===== config.mk =====
export PLATFORM = sky130hd
export DESIGN_NAME = fir_coef_loader
export DESIGN_NICKNAME = d
export VERILOG_FILES = /design/src/rtl/fir_pkg.sv /design/src/rtl/fir_coef_loader_coef_bank.sv /design/src/rtl/fir_coef_loader.sv
export SDC_FILE = /design/constraint.sdc
export NUM_CORES = 1
export LEC_CHECK = 0
export ABC_AREA = 1
export ABC_CLOCK_PERIOD_IN_PS = 2000
export CAP_MARGIN = 40
export CORE_AREA = 4 4 142 144
export CTS_CLUSTER_DIAMETER = 80
export DETAILED_ROUTE_END_ITERATION = 10
export DIE_AREA = 0 0 146 148
export MAX_ROUTING_LAYER = met4
export PLACE_DENSITY = 0.72
export SLEW_MARGIN = 20
export SYNTH_ARGS = -nofsm -noshare
export SYNTH_HDL_FRONTEND = slang
export SYNTH_HIERARCHICAL = 1
export SYNTH_SLANG_ARGS = --single-unit

===== constraint.sdc =====
create_clock -name clk -period 2 [get_ports clk]
set_input_delay 0.3 -clock clk [delete_from_list [all_inputs] [get_ports clk]]
set_output_delay 0.3 -clock clk [all_outputs]
set_load 0.02 [all_outputs]

===== src/rtl/fir_pkg.sv =====
// Shared definitions for the FIR coefficient loader.
//   NB     - coefficient word width
//   NTAPS  - number of coefficients (B0..B8)
//   TMO    - idle cycles tolerated inside a load before it is aborted
//   IDX_W / TMR_W - widths of the word index and the idle timer
//   coef_t / coef_arr_t - one coefficient and a full bank of them
//   state_t - loader FSM states
package fir_pkg;
  localparam int NB    = 12;
  localparam int NTAPS = 9;
  localparam int TMO   = 255;
  localparam int IDX_W = $clog2(NTAPS);
  localparam int TMR_W = $clog2(TMO + 1);

  typedef logic signed [NB-1:0] coef_t;
  typedef coef_t coef_arr_t [NTAPS];

  typedef enum logic [1:0] {
    ST_IDLE   = 2'd0,
    ST_LOAD   = 2'd1,
    ST_COMMIT = 2'd2
  } state_t;
endpackage


===== src/rtl/fir_coef_loader_coef_bank.sv =====
// coef_bank: double-buffered coefficient storage.
//   clk, rst  - clock, synchronous active-high reset (clears both banks)
//   wr_en     - write wr_data into shadow[wr_idx]
//   wr_idx    - shadow slot to write
//   wr_data   - coefficient word, stored unmodified
//   commit    - copy the whole shadow bank into the active bank on this edge
//   active    - committed coefficients seen by the filter
module coef_bank
  import fir_pkg::*;
(
  input  logic             clk,
  input  logic             rst,
  input  logic             wr_en,
  input  logic [IDX_W-1:0] wr_idx,
  input  coef_t            wr_data,
  input  logic             commit,
  output coef_arr_t        active
);

  coef_arr_t shadow;

  always_ff @(posedge clk) begin
    if (rst) begin
      for (int k = 0; k < NTAPS; k++) begin
        shadow[k] <= '0;
        active[k] <= '0;
      end
    end else begin
      if (wr_en) shadow[wr_idx] <= wr_data;
      // All taps move together so the filter never sees a mixed set.
      if (commit) active <= shadow;
    end
  end

endmodule


===== src/rtl/fir_coef_loader.sv =====
// fir_coef_loader: turns a serial coefficient stream into the parallel
// B0..B8 buses of myfir.
//   clk        - system clock, rising edge
//   RST_n      - synchronous reset, active high
//   LOAD       - single-cycle start-of-load strobe (restarts a load in progress)
//   CIN, CVIN  - serial coefficient word and its valid qualifier
//   DVIN       - filter is taking a sample; a pending commit waits while high
//   B0..B8     - active coefficients
//   CRDY       - a committed set is present
//   BUSY       - load or commit in progress
//   ERR        - sticky protocol error, cleared by the next accepted LOAD
//   dbg_state  - current FSM state
// Stream handshake: a word is taken on every rising edge where CVIN=1 while
// loading and LOAD=0; there is no back-pressure, a word offered outside a
// load is dropped and flagged on ERR.
module fir_coef_loader
  import fir_pkg::*;
(
  input  logic          clk,
  input  logic          RST_n,
  input  logic          LOAD,
  input  logic [NB-1:0] CIN,
  input  logic          CVIN,
  input  logic          DVIN,
  output logic [NB-1:0] B0,
  output logic [NB-1:0] B1,
  output logic [NB-1:0] B2,
  output logic [NB-1:0] B3,
  output logic [NB-1:0] B4,
  output logic [NB-1:0] B5,
  output logic [NB-1:0] B6,
  output logic [NB-1:0] B7,
  output logic [NB-1:0] B8,
  output logic          CRDY,
  output logic          BUSY,
  output logic          ERR,
  output logic [1:0]    dbg_state
);

  state_t             state_q, state_n;
  logic [IDX_W-1:0]   idx_q, idx_n;
  logic [TMR_W-1:0]   timer_q, timer_n;
  logic               crdy_q, crdy_n;
  logic               err_q, err_n;
  logic               wr_en;
  logic               commit;
  coef_arr_t          active;

  always_ff @(posedge clk) begin
    if (RST_n) begin
      state_q <= ST_IDLE;
      idx_q   <= '0;
      timer_q <= '0;
      crdy_q  <= 1'b0;
      err_q   <= 1'b0;
    end else begin
      state_q <= state_n;
      idx_q   <= idx_n;
      timer_q <= timer_n;
      crdy_q  <= crdy_n;
      err_q   <= err_n;
    end
  end

  always_comb begin
    state_n = state_q;
    idx_n   = idx_q;
    timer_n = timer_q;
    crdy_n  = crdy_q;
    err_n   = err_q;
    wr_en   = 1'b0;
    commit  = 1'b0;
    case (state_q)
      ST_IDLE: begin
        if (LOAD) begin
          // A word arriving with the strobe belongs to no load: dropped silently.
          state_n = ST_LOAD;
          idx_n   = '0;
          timer_n = '0;
          err_n   = 1'b0;
        end else if (CVIN) begin
          err_n = 1'b1;
        end
      end
      ST_LOAD: begin
        if (LOAD) begin
          idx_n   = '0;
          timer_n = '0;
        end else if (CVIN) begin
          wr_en   = 1'b1;
          timer_n = '0;
          if (idx_q == IDX_W'(NTAPS - 1)) begin
            state_n = ST_COMMIT;
            idx_n   = '0;
          end else begin
            idx_n = idx_q + 1'b1;
          end
        end else if (timer_q >= TMR_W'(TMO - 1)) begin
          // This idle cycle is the TMO-th in a row: abandon the load.
          // The shadow is left stale; the next load rewrites every slot.
          state_n = ST_IDLE;
          timer_n = '0;
          idx_n   = '0;
          err_n   = 1'b1;
        end else begin
          timer_n = timer_q + 1'b1;
        end
      end
      ST_COMMIT: begin
        if (CVIN) err_n = 1'b1;
        if (!DVIN) begin
          commit  = 1'b1;
          crdy_n  = 1'b1;
          state_n = ST_IDLE;
        end
      end
      default: state_n = ST_IDLE;
    endcase
  end

  coef_bank u_bank (
    .clk     (clk),
    .rst     (RST_n),
    .wr_en   (wr_en),
    .wr_idx  (idx_q),
    .wr_data (CIN),
    .commit  (commit),
    .active  (active)
  );

  assign B0        = active[0];
  assign B1        = active[1];
  assign B2        = active[2];
  assign B3        = active[3];
  assign B4        = active[4];
  assign B5        = active[5];
  assign B6        = active[6];
  assign B7        = active[7];
  assign B8        = active[8];
  assign CRDY      = crdy_q;
  assign ERR       = err_q;
  assign BUSY      = (state_q != ST_IDLE);
  assign dbg_state = state_q;

endmodule

==> summary.md <==
| Metric | Value |
|---|---|
| Outcome | `completed` |
| Hold depth | `2` |
| Post-route setup TNS | `0 ns` |
| Core area | `0.0187 mm^2` |
| Vias in the first global route | `7,509` |
| 1st-pass router iterations | `5` |
| Gp weighted congestion | `0.790` |
| Total GRT Usage | `0.205` |
| Mapped Cells | `1,229` |
| Placed cell areas | `0.0107 mm^2` |
| Post-Syn Area | `0.00908 mm^2` |
| N_diodes | `0` |
| Worst-skew pair later-pin latency | `0.50 ns` |
| PortBufs | `129` |
| Slew at the pin closest to its max-slew limit | `0.540 ns` |
| Crit path DAT | `1.58 ns` |
| Clock sink count | `232` |
| Sequential area share after synthesis | `0.511` |
| Final wirelength | `21,800 um` |
| Area share of the largest cell type after synthesis | `0.511` |
| Critical-path top delay cell | `dfxtp_1` |
| HPWL after DPL | `13,800 um` |
| Crit Path Class | `reg -> out` |
| Kind of cell adding the most delay to the critical path | `buffers and inverters` |
| H-tree level count | `1` |
| Post-CTS Setup Inserts | `0` |
| Worst hold start | `u_bank/shadow[66]$_SDFFE_PP0P_` |
| FMAX | `533 MHz` |
| Number of DRC markers in iteration 0 | `500` |
| Crit. End Element | `primary output` |
| Hold EP | `u_bank/active[66]$_SDFFE_PP0P_` |
| CTS tree | `built` |
| Root Driver | `clkbuf_16` |
| Syn-to-layout area delta | `25.5%` |
| Design Power | `12,900 uW` |
| Worst Setup Start Kind | `flip-flop` |
| Commonest non-fill, non-tap cell in the layout | `nor2_1` |
| Distinct cells, synth | `31` |
| Die area | `0.0216 mm^2` |
| Final setup margin | `0.123 ns` |
| Area leader, netlist | `dfxtp_1` |
| Critical path buffers and inverters | `3` |
| I/O pin cnt | `130` |
| Crit-path max FO | `4` |
| TritonCTS Buffers | `24` |
| Count of final setup violators | `0` |
| Grt total ovfl | `0` |
| CP peak stage delay | `0.39 ns` |
| Antenna Nets Post-Route | `0` |
| Flop-to-flop setup slack | `0.26 ns` |
| Hold buffers post-CTS | `0` |
| Die W | `146 um` |
| Largest net degree at the start of global routing | `85` |
| Most used cell, CP | `inv_1` |
| Pleak | `0.00499 uW` |
| Final Hold Viols | `0` |
| Worst-case clock skew | `0.00739 ns` |
| Longest Clk Path Bufs | `3` |
| Vias per Instance | `4.93` |
| Initial antenna violation count | `0` |
| RSZ-0062 raised after global routing | `no` |
| Most frequent cells in the layout | `401 x nor2_1, 232 x dfxtp_1, 220 x nand2_1` |
| Post-synthesis register bit count | `232` |
| Final Util | `0.609` |
| PwrDens | `1130 mW/mm^2` |
| Die Ht | `148 um` |
| Reg-to-Reg End | `u_bank/shadow[63]$_SDFFE_PP0P_` |
| Reg2Reg Launch Point | `dbg_state[1]$_SDFFE_PP0P_` |
| Yosys warns | `6` |
| Via count | `7,833` |
| Wire length per cell | `13.7 um` |
| Slew Limit Fails | `0` |
| Final critical-path required period | `1.88 ns` |
| Nets | `1,367` |
| Max-cap violations | `0` |
| Rel. slew slack | `0.640` |
| First-pass GRT wire length | `36,200 um` |
| Cell Chain, Critical Path | `inv_1 > ha_1 > inv_1 > dlygate4sd2_1` |
| Cell Rows | `50` |
| Dpl ws | `0.0199 ns` |
| Worst Hold Class | `reg -> reg` |
| Worst VDD drop | `0.000714 V` |
| Synth Net Count | `1,254` |
| Worst R2R Path Depth | `9` |
| Period Utilization, post-route | `0.939` |
| Final instance area | `0.0114 mm^2` |
| Synth area leaders | `dfxtp_1 51%, nor2_1 17%, nand2_1 9.1%` |
| Worst endpoint required time | `1.70 ns` |
| Share of cells above drive strength 1 | `0.0745` |
| DRC errors left | `0` |
| Starting Density | `0.486` |
| Clock-pin slew on the worst setup and hold paths | `0.06 ns` |
| Avg Cell Area, Syn | `7.39 um^2` |
==> sequential cells by signal, indices dropped and copies added (netlist names) <==
register / count
CRDY: 1
ERR: 1
dbg_state: 2
idx_q: 4
timer_q: 8
u_bank/active: 108
u_bank/shadow: 108
==> cell usage after synthesis, drive strengths merged <==
| cell | count |
|---|---|
| nor2 | 422 |
| dfxtp | 232 |
| nand2 | 222 |
| o21ai | 110 |
| inv | 64 |
| buf | 43 |
| nand4 | 37 |
| a21oi | 31 |
| clkbuf | 28 |
| nand3 | 19 |
| ha | 8 |
| nor3 | 4 |
| xor2 | 3 |
| clkinv | 2 |
| nand3b | 2 |
| o21bai | 1 |
| or2 | 1 |
==> tightest hold or removal path, cell delays in order (launching register included) <==
cell and delay [ns]:
dfxtp_1 0.30, inv_1 0.06, a21oi_1 0.06
==> layer usage <==
metal / routed length [um] / share of wire / track usage
met5: 0 / 0 / -
met1: 10200 / 0.47 / 0.266
met3: 1290 / 0.059 / 0.0349
met2: 9910 / 0.45 / 0.337
met4: 408 / 0.019 / 0.0470
==> per-stage QoR <==
stage	instances	hold WS, ns
2_1_floorplan	1229	0.372
3_3_place_gp	1550	0.446
3_5_place_dp	1550	0.446
4_1_cts	1589	0.451
5_1_grt	1589	0.472
6_report	1589	0.458
==> cell type report <==
class	count	area (um^2)
inverters	66	253
fillers	1738	7310
repair buffers	158	1660
clock inverters	3	21.3
flip-flops and latches	232	4640
clock buffers	36	717
well taps	234	293
multi-input cells	860	3810
==> repair_timing <==
action | CTS | global route
pin swaps | 0 | 0
gates resized for setup | 1 | 1
endpoints found under the setup margin | 1 | 24
==> worst max path at each step <==
| stage | start | end | depth (start not counted) |
|---|---|---|---|
| after floorplan | dbg_state[0]$_SDFFE_PP0P_ | u_bank/shadow[10]$_SDFFE_PP0P_ | 10 |
| after global placement | CVIN | u_bank/shadow[29]$_SDFFE_PP0P_ | 9 |
| after detailed placement | CVIN | u_bank/shadow[28]$_SDFFE_PP0P_ | 9 |
| after CTS | dbg_state[0]$_SDFFE_PP0P_ | BUSY | 4 |
| after global routing | dbg_state[0]$_SDFFE_PP0P_ | BUSY | 4 |
| final | dbg_state[0]$_SDFFE_PP0P_ | BUSY | 4 |
==> power by group <==
part | total, uW | switching, uW | internal (uW) | leakage [uW]
Clock | 4170 | 1720 | 2450 | 0.000359
Sequential | 5390 | 288 | 5100 | 0.00188
Combinational | 3310 | 2000 | 1310 | 0.00275
Total | 12900 | 4000 | 8870 | 0.00499
==> logic make-up after synthesis <==
family / share of synthesized area
xor+xnor: 0.00289
compound gates: 0.0806
simple gates: 0.324
flops: 0.511
fa+ha+maj: 0.0110
buf+inv: 0.0707
(Power assumes the default switching activity.)
